File: config.mk
export PLATFORM = sky130hd
export DESIGN_NAME = sccb_reader
export DESIGN_NICKNAME = d
export VERILOG_FILES = /design/src/rtl/sccb_reader.sv
export SDC_FILE = /design/constraint.sdc
export NUM_CORES = 1
export LEC_CHECK = 0
export ABC_AREA = 0
export CORE_MARGIN = 2
export CORE_UTILIZATION = 40
export CTS_BUF_LIST = sky130_fd_sc_hd__clkbuf_16
export DETAILED_ROUTE_END_ITERATION = 6
export HOLD_SLACK_MARGIN = 0.03
export PLACE_DENSITY = 0.56
export SETUP_SLACK_MARGIN = 0.1
export SLEW_MARGIN = 25
export SYNTH_ARGS = -nofsm -noshare
export SYNTH_HDL_FRONTEND = slang
export SYNTH_SLANG_ARGS = --single-unit
File: constraint.sdc
create_clock -name clk_25M -period 8.75 [get_ports clk_25M]
set_input_delay 2.1875 -clock clk_25M [delete_from_list [all_inputs] [get_ports clk_25M]]
set_output_delay 2.1875 -clock clk_25M [all_outputs]
set_load 0.02 [all_outputs]
File: src/rtl/sccb_reader.sv
// SCCB read-back master for the OV7670: writes the sub-address, then reads one
// register byte back. SCL is push-pull and SDA is open-drain through sda_oe.
module sccb_reader #(
  parameter int         QUARTER = 63,
  parameter logic [7:0] DEV_ID  = 8'h42
) (
  input  logic       clk_25M,
  input  logic       rst,
  input  logic       start,
  input  logic [7:0] reg_addr,
  input  logic       sda_i,
  output logic       sda_oe,
  output logic       scl,
  output logic       ready,
  output logic [7:0] rd_data,
  output logic       rd_valid,
  output logic       ack_err
);

  typedef enum logic [3:0] {
    IDLE, START1, TX_IDW, TX_ADDR, STOP1, BUS_FREE, START2, TX_IDR, RX_DATA, STOP2
  } state_t;

  localparam logic [7:0] QLAST = 8'(QUARTER - 1);

  state_t     state, state_n;
  logic [7:0] qcnt, qcnt_n;
  logic [1:0] qtr, qtr_n;
  logic [3:0] bit_cnt, bit_n;
  logic [1:0] last_q;
  logic [7:0] addr, shreg, tx_byte;
  logic       scl_n, oe_n;
  logic       tick, accept, is_byte, sample, done;

  assign tick    = (state != IDLE) && (qcnt == QLAST);
  assign accept  = (state == IDLE) && start;
  assign is_byte = state inside {TX_IDW, TX_ADDR, TX_IDR, RX_DATA};
  assign sample  = tick && is_byte && (qtr == 2'd2);
  assign done    = tick && (state == STOP2) && (qtr == 2'd2);

  // SCL/SDA are registered from the next-state decode so the pins never glitch.
  always_ff @(posedge clk_25M) begin
    if (rst) begin
      state   <= IDLE;
      qcnt    <= '0;
      qtr     <= '0;
      bit_cnt <= '0;
      scl     <= 1'b1;
      sda_oe  <= 1'b0;
    end else begin
      state   <= state_n;
      qcnt    <= qcnt_n;
      qtr     <= qtr_n;
      bit_cnt <= bit_n;
      scl     <= scl_n;
      sda_oe  <= oe_n;
    end
  end

  always_comb begin
    state_n = state;
    qcnt_n  = qcnt;
    qtr_n   = qtr;
    bit_n   = bit_cnt;
    case (state)
      START1, START2: last_q = 2'd1;
      STOP1, STOP2:   last_q = 2'd2;
      default:        last_q = 2'd3;
    endcase
    if (state == IDLE) begin
      qcnt_n = '0;
      if (start) begin
        state_n = START1;
        qtr_n   = '0;
        bit_n   = '0;
      end
    end else if (!tick) begin
      qcnt_n = qcnt + 8'd1;
    end else begin
      qcnt_n = '0;
      if (qtr != last_q) begin
        qtr_n = qtr + 2'd1;
      end else begin
        qtr_n = '0;
        if (is_byte && (bit_cnt != 4'd8)) begin
          bit_n = bit_cnt + 4'd1;
        end else begin
          bit_n = '0;
          case (state)
            START1:   state_n = TX_IDW;
            TX_IDW:   state_n = TX_ADDR;
            TX_ADDR:  state_n = STOP1;
            STOP1:    state_n = BUS_FREE;
            BUS_FREE: state_n = START2;
            START2:   state_n = TX_IDR;
            TX_IDR:   state_n = RX_DATA;
            RX_DATA:  state_n = STOP2;
            default:  state_n = IDLE;
          endcase
        end
      end
    end
  end

  always_comb begin
    ready   = (state == IDLE);
    scl_n   = 1'b1;
    oe_n    = 1'b0;
    tx_byte = DEV_ID;
    case (state_n)
      TX_ADDR: tx_byte = addr;
      TX_IDR:  tx_byte = DEV_ID | 8'h01;
      default: tx_byte = DEV_ID;
    endcase
    case (state_n)
      START1, START2: oe_n = (qtr_n == 2'd1);
      TX_IDW, TX_ADDR, TX_IDR, RX_DATA: begin
        scl_n = qtr_n[1];
        if ((state_n != RX_DATA) && (bit_n != 4'd8))
          oe_n = ~tx_byte[3'd7 - bit_n[2:0]];
      end
      STOP1, STOP2: begin
        scl_n = (qtr_n != 2'd0);
        oe_n  = (qtr_n != 2'd2);
      end
      default: ;
    endcase
  end

  // Sampling happens on the last cycle of q2, while SCL has been high for a quarter.
  always_ff @(posedge clk_25M) begin
    if (rst) begin
      addr     <= '0;
      shreg    <= '0;
      rd_data  <= '0;
      rd_valid <= 1'b0;
      ack_err  <= 1'b0;
    end else begin
      rd_valid <= done;
      if (accept) begin
        addr    <= reg_addr;
        ack_err <= 1'b0;
      end
      if (sample) begin
        if (state == RX_DATA) begin
          if (bit_cnt != 4'd8)
            shreg <= {shreg[6:0], sda_i};
        end else if ((bit_cnt == 4'd8) && sda_i) begin
          ack_err <= 1'b1;
        end
      end
      if (done)
        rd_data <= shreg;
    end
  end

endmodule

# == Word level (Yosys, flattened, before mapping) ==
# Memories as Yosys holds them, arrays and structs flattened. A register that Yosys moved wholly into a read port is not among the register bits.
# Cells that the tools add are included.
# classes
addsub,4
multipliers,0
n_div,0
magnitude_cmp,1
n_eq_ne,25
shift,0
mux,26
n_bitwise,1
n_reduce_logical,20
# ops
op,n
4-bit two-way mux,11
4-bit by 3-bit equality test with 1-bit output (second input constant),6
4-bit equality test (second input constant),5
4-bit by 2-bit equality test with 1-bit output (second input constant),4
8-bit one-hot mux with 2 select lines,1
4-bit inequality test (second input constant),3
1-bit logical AND,9
8-bit by 1-bit adder with 8-bit output (second input constant),1
4-bit by 1-bit equality test with 1-bit output (second input constant),2
8-bit by 6-bit equality test with 1-bit output (second input constant),1
2-bit two-way mux,4
4-bit nonzero test,2
2-bit OR reduction,4
1-bit two-way mux,6
4-bit by 1-bit adder with 4-bit output (second input constant),1
4-bit logical NOT,1
3-bit by 4-bit < comparator with 1-bit output (second input constant),1
2-bit one-hot mux with 2 select lines,1
4-bit OR reduction,1
1-bit binary-select mux with 3-bit select,1
1-bit one-hot mux with 3 select lines,1
3-bit AND reduction,1
3-bit OR reduction,1
3-bit subtractor (first input constant),1
8 further kinds,8
# word_totals
ff_bits,46
latch_bits,0
mem_bits_rw,0
romBits,64
out_inout_bits,13
word_cells,89
memories,1
# mem_list
name,depth,word_bits,rd,rd_ports_with_merged_regs,wr,line,rtl
(name not given),16,4,1,1,0,89,case (state)

# == Longest topological paths before layout ==
# Gate-level depths: netlist of run 1.
# depth
ltp_word,14
depth_mapped,14
mapped_depth_nobuf,13

# == Worst setup path after synthesis of run 1 ==
# Ideal clock, no wire load.
# synth_path
path_type,input to register
start,input start
end,register with a tool-made name
setup_time_ps,70
arrival_ps,3791
required_time_ps,8680
slack_ps,4889
path_stages,7
cell_sequence,nor3_1 > nor2_1 > nor3_4 > nor2_1 > ha_1 > or3_1 > a21oi_1
# synth_lines
item,line,rtl
"start, declared",9,"input logic start,"

# == Worst setup path in the final report of run 1 ==
# layout_path
start,register state[1]
end,output ready
# layout_via
elab_chain_len,1
# layout_rtl
item,line,rtl
"start, declared",26,"state_t state, state_n;"
"start signal, assigned",51,state <= state_n;
4-bit logical NOT,106,ready = (state == IDLE);
"end, declared",14,"output logic ready,"
# Every way passes these cells.

==> results of run 1 <==
-- cell type report --
type	instances	area, sq um	area share [%]
sequential	50	1000	33.9
clock buffer	5	125	4.24
timing repair buffer	26	255	8.64
tap	75	93.8	3.18
clock inverter	3	28.8	0.975
inverter	12	45.0	1.53
multi-input combinational	214	1400	47.5
-- registers in the layout, indices dropped and copies added (netlist names), named ones only --
name and count:
sda_oe 1, qcnt 8, rd_valid 1, state 4
qtr 2, bit_cnt 4, scl 1, ack_err 1
addr 8, rd_data 8, shreg 8
-- cells in the mapped netlist (all sizes together), types with 2 or more instances --
library cell	instances	area (sq um)
dfxtp	50	1000
nor2	44	173
nand2	28	105
mux2i	20	200
a21oi	18	90.1
nand3	13	65.1
inv	12	45.0
ha	9	113
nor3	9	66.3
clkbuf	7	26.3
o21ai	6	30.0
buf	5	33.8
nand4	5	31.3
xor2	5	43.8
mux2	4	45.0
a2111o	3	33.8
and3	3	18.8
nor2b	3	18.8
nor4	3	18.8
or3	3	18.8
a211oi	2	15.0
a21o	2	15.0
a31o	2	26.3
a31oi	2	12.5
and4	2	17.5
nand2b	2	12.5
nand3b	2	15.0
o31ai	2	15.0
o32ai	2	17.5
or3b	2	17.5
-- worst paths after layout --
path / start / end / slack, ns / cells past startpoint
max reg2reg: state[2]$_SDFF_PP0_ / register / 5.44 / 9
min reg2reg: addr[5]$_SDFFE_PP0P_ / addr[5]$_SDFFE_PP0P_ / 0.46 / 2
min: addr[5]$_SDFFE_PP0P_ / addr[5]$_SDFFE_PP0P_ / 0.46 / 2
max: state[1]$_SDFF_PP0_ / ready / 4.33 / 3
-- cell families after synthesis --
group / Yosys count / synth area share, %
compound gates: 50 / 14.8
simple gates: 125 / 24.8
xor+xnor: 6 / 2.09
buf+inv: 24 / 4.19
flops: 50 / 39.9
fa+ha+maj: 9 / 4.49
mux: 24 / 9.77
-- report_power, final --
part	internal (W)	total [W]	leakage [nW]	switching, W
logic	0.0000130	0.0000338	0.550	0.0000208
registers	0.000233	0.000237	0.405	0.00000429
clock network	0.000109	0.000199	0.0759	0.0000899
total	0.000355	0.000470	1.03	0.000115
-- through the flow --
stage               cell area, sq um  power [W]  cells  hold slack, ns
finish                          2950   0.000470    385           0.459
CTS                             2950   0.000478    385           0.461
floorplan                       2510   0.000264    288           0.433
global placement                2800   0.000276    377           0.445
detailed placement              2800   0.000276    377           0.447
global route                    2950   0.000492    385           0.475
-- critical path, stage by stage (launching register included) --
cell and delay [ns]:
dfxtp_1 0.42, or4_1 0.72, inv_1 0.18, clkdlybuf4s50_1 0.62
-- routing by layer --
metal / up-vias / track usage, %
met3: 9 / 3.28
met4: 0 / 6.11
li1: 1071 / -
met5: - / 0
met1: 923 / 22.9
met2: 42 / 21.8
==> flow_metrics.py, run 1 <==
metrics = {
    "route": {
        "wl_per_cell_microns": 13.6,
        "topRoutingLayerUsed": "met4",
        "route.met3.wl_microns": 186,
        "drc": 0,
        "avgViaCountPerCell": 5.31,
        "detail-route-antenna-nets": 0,
        "drtIter0Drc": 160,
        "met1_length_mm": 2.76,
        "routed-wl-met2_mm": 2.17,
        "wirelength_mm": 5.22,
        "drtPass1Iterations": 4,
        "dr_total_vias": 2045,
    },
    "min_path": {
        "min_path_type": "register to register",
    },
    "timing": {
        "period_minus_slack_ns": 4.42,
        "rsz0062_at_grt": "no",
        "period_share_pct": 50.5,
        "max_freq_mhz": 226,
        "setup_viol": 0,
        "tightest_slew_ns": 0.803,
        "fin_tns_setup_ns": 0,
        "setup_slack_ns": 4.33,
        "final_max_slew_viol_count": 0,
        "hold_viol": 0,
        "clock_skew_ns": 0.00436,
        "slew_headroom_pct": 46.2,
    },
    "finish": {
        "nFillCells": 553,
        "area_growth_pct": 17.6,
        "drive_gt1_share_pct": 6.77,
        "final_nets": 330,
        "final_cell_mix": "dfxtp_1, nor2_1, nand2_1, clkdlybuf4s50_1, mux2i_1",
        "fin_util_pct": 49.3,
        "n_antenna_cell": 0,
        "final_common_cell": "dfxtp_1",
    },
    "setup_path": {
        "required_ns": 6.56,
        "path_class": "register to primary output",
        "critPathArrivalTime_ns": 2.23,
        "setup.worst_path.end_class": "primary output",
        "critPathLaunchType": "register",
        "worstPathMaxFanout": 11,
    },
    "synth": {
        "synthArstFlopShare_pct": 0,
        "seq_area_frac_synth_pct": 39.9,
        "synth_warnings": 0,
        "yosys.cell_types.count": 55,
        "synth_ff_type": "dfxtp_1",
        "synth_edf_count": 0,
        "synth_area_sq_um": 2510,
        "syn_avg_cell_area_sq_um": 8.71,
        "syn_inst": 288,
        "syn-num-nets": 309,
        "ys_ff_latch": 50,
    },
    "flow_run": {
        "max_cap_viol_count": 0,
    },
    "cts": {
        "cts-root-buf": "clkbuf_16",
        "path_clk_slew_ns": 0.07,
        "clock-sinks": 50,
        "cts_setup_buffers": 0,
        "cts-resized-gates": 0,
        "clockBufferDepth": 2,
        "clk_latency_ns": 0.29,
        "cts_tree": "yes",
        "numCtsBuffers": 5,
        "htreeDepth": 2,
        "cts_hold_buf": 0,
    },
    "grt": {
        "grt_pass1_wl_mm": 8.87,
        "grt_overflow": 0,
        "track_usage_pct": 15.5,
        "grt_start_max_net_pins": 49,
        "first_global_vias": 1806,
        "antenna_found_initial": 0,
    },
    "floorplanning": {
        "die_w_microns": 83.2,
        "rows": 28,
        "dieArea_sq_um": 6920,
        "ios": 25,
        "die-height_microns": 83.2,
        "start_util_pct": 41.9,
        "fp.coreArea_sq_um": 5990,
    },
    "placed_design": {
        "place.gp.congestion": 0.796,
        "post-place-ws_ns": 4.08,
        "dp_hpwl_mm": 3.72,
        "port_buffers": 24,
    },
    "pwr": {
        "p_leak_nw": 1.03,
        "irDropWorstVdd_mv": 0.105,
        "power_density_nw_per_um2": 159,
    },
    "status": {
        "status": "finished, final reports clean",
    },
}
(Power assumes the default switching activity.)
==> run 2: changes to the inputs <==
--- a/config.mk
+++ b/config.mk
@@ -11,7 +11,7 @@
 export CTS_BUF_LIST = sky130_fd_sc_hd__clkbuf_16
 export DETAILED_ROUTE_END_ITERATION = 6
 export HOLD_SLACK_MARGIN = 0.03
-export PLACE_DENSITY = 0.56
+export PLACE_DENSITY = 0.59
 export SETUP_SLACK_MARGIN = 0.1
 export SLEW_MARGIN = 25
 export SYNTH_ARGS = -nofsm -noshare
==> constraint.sdc (replaced) <==
create_clock -name clk_25M -period 3.55 [get_ports clk_25M]
set_input_delay 0.8875 -clock clk_25M [delete_from_list [all_inputs] [get_ports clk_25M]]
set_output_delay 0.8875 -clock clk_25M [all_outputs]
set_load 0.02 [all_outputs]
==> flow_metrics.py, run 2 (synthesis results as in run 1) <==
metrics = {
    "grt": {
        "antenna_found_initial": 0,
        "first_global_vias": 1928,
        "track_usage_pct": 16.0,
        "grt_start_max_net_pins": 20,
        "grt_overflow": 0,
        "grt_pass1_wl_mm": 9.22,
    },
    "cts": {
        "clock-sinks": 50,
        "clockBufferDepth": 2,
        "cts_tree": "yes",
        "path_clk_slew_ns": 0.07,
        "cts-resized-gates": 0,
        "cts-root-buf": "clkbuf_16",
        "htreeDepth": 2,
        "cts_hold_buf": 0,
        "numCtsBuffers": 5,
        "clk_latency_ns": 0.30,
        "cts_setup_buffers": 0,
    },
    "route": {
        "drc": 0,
        "drtIter0Drc": 125,
        "wl_per_cell_microns": 13.9,
        "avgViaCountPerCell": 5.31,
        "detail-route-antenna-nets": 0,
        "dr_total_vias": 2075,
        "wirelength_mm": 5.42,
        "drtPass1Iterations": 4,
    },
    "setup_path": {
        "reg2regPathDepth": 8,
        "critPathLaunchType": "register",
        "slowest_stage": "or4_1",
        "setup.worst_path.end_class": "primary output",
        "reg2reg_slack_ns": 0.46,
        "worstPathMaxFanout": 11,
        "cp_cell_sequence": "or4_1 > inv_1 > clkdlybuf4s50_1",
        "critPathArrivalTime_ns": 2.26,
        "required_ns": 2.66,
        "timing.rr.start": "state[2]$_SDFF_PP0_",
        "path_class": "register to primary output",
        "cp_slowest_stage_delay_ns": 0.72,
        "timing.rr.end": "sda_oe$_SDFF_PP0_",
    },
    "finish": {
        "drive_gt1_share_pct": 8.54,
        "final_common_cell": "dfxtp_1",
        "area_growth_pct": 19.4,
        "final_cell_mix": "dfxtp_1, nor2_1, nand2_1, clkdlybuf4s50_1, mux2i_1",
        "nFillCells": 581,
        "n_antenna_cell": 0,
        "final_area_sq_um": 3000,
        "final_nets": 336,
    },
    "floorplanning": {
        "ios": 25,
        "die-height_microns": 83.2,
        "fp.coreArea_sq_um": 5990,
        "die_w_microns": 83.2,
        "start_util_pct": 41.9,
        "dieArea_sq_um": 6920,
        "rows": 28,
    },
    "placed_design": {
        "port_buffers": 24,
        "dpl_cell_area_sq_um": 2840,
        "dp_hpwl_mm": 3.97,
        "place.gp.congestion": 0.839,
    },
    "timing": {
        "fin_tns_setup_ns": 0,
        "slew_headroom_pct": 45.0,
        "hold_viol": 0,
        "setup_viol": 0,
        "period_minus_slack_ns": 3.15,
        "final_max_slew_viol_count": 0,
        "clock_skew_ns": 0.00711,
        "rsz0062_at_grt": "no",
        "tightest_slew_ns": 0.821,
        "period_share_pct": 88.6,
        "max_freq_mhz": 318,
    },
    "min_path": {
        "hold_path_end": "ack_err$_SDFF_PP0_",
        "hold_depth": 2,
        "min_from": "ack_err$_SDFF_PP0_",
        "min_path_type": "register to register",
    },
    "flow_run": {
        "max_cap_viol_count": 0,
    },
    "pwr": {
        "p_leak_nw": 1.06,
        "irDropWorstVdd_mv": 0.174,
        "power_density_nw_per_um2": 393,
    },
    "status": {
        "status": "finished, final reports clean",
    },
}
==> run 2: changes by cell type in the layout (fill, tap and decap cells not counted) <==
cell / change
buf_4: +6
inv_6: +1
clkinv_4: -1
==> run 2: how the worst max path moves through the flow <==
stage | startpoint | endpoint | cells past startpoint
2_1_floorplan | state[1]$_SDFF_PP0_ | register | 10
3_3_place_gp | start | register | 10
3_5_place_dp | start | register | 10
4_1_cts | state[1]$_SDFF_PP0_ | ready | 3
5_1_grt | state[1]$_SDFF_PP0_ | sda_oe$_SDFF_PP0_ | 9
6_report | state[1]$_SDFF_PP0_ | ready | 3
==> run 2: critical path, delay by kind of cell, from the launching register on <==
| kind | cells | cell delay, ns |
|---|---|---|
| and+or+nand+nor | 1 | 0.72 |
| buffers and inverters | 2 | 0.80 |
| DFF | 1 | 0.44 |
==> run 2: power by group <==
part           internal (W)  switching (W)  leakage [nW]
clock              0.000270       0.000232        0.0763
combinational     0.0000371      0.0000541         0.579
sequential         0.000573      0.0000107         0.405
total              0.000881       0.000297          1.06
==> run 2: metrics by stage <==
stage	utilization (%)	cells	hold slack [ns]	setup slack, ns	total power [W]
floorplan	-	288	0.433	0.621	0.000652
global placement	47.5	383	0.448	0.439	0.000688
finish	50.0	391	0.455	0.405	0.00118
CTS	50.0	391	0.459	0.418	0.00118
detailed placement	47.5	383	0.449	0.411	0.000689
global route	50.0	391	0.472	0.285	0.00122
==> run 2: area by class of cell <==
class	count	area, sq um	share of cell area [%]
multi-input cells	214	1400	46.8
repair buffers	32	300	10.0
inverters	12	45.0	1.50
clock inverters	3	28.8	0.960
clock buffers	5	125	4.17
well taps	75	93.8	3.13
flip-flops and latches	50	1000	33.4
==> run 2: per-layer routing <==
metal	routed length, microns	part of all wire [%]	global-route usage (%)
met5	0	0	0
met4	65	1.2	4.77
met3	198	3.7	2.98
met2	2340	43	24.3
met1	2820	52	23.0
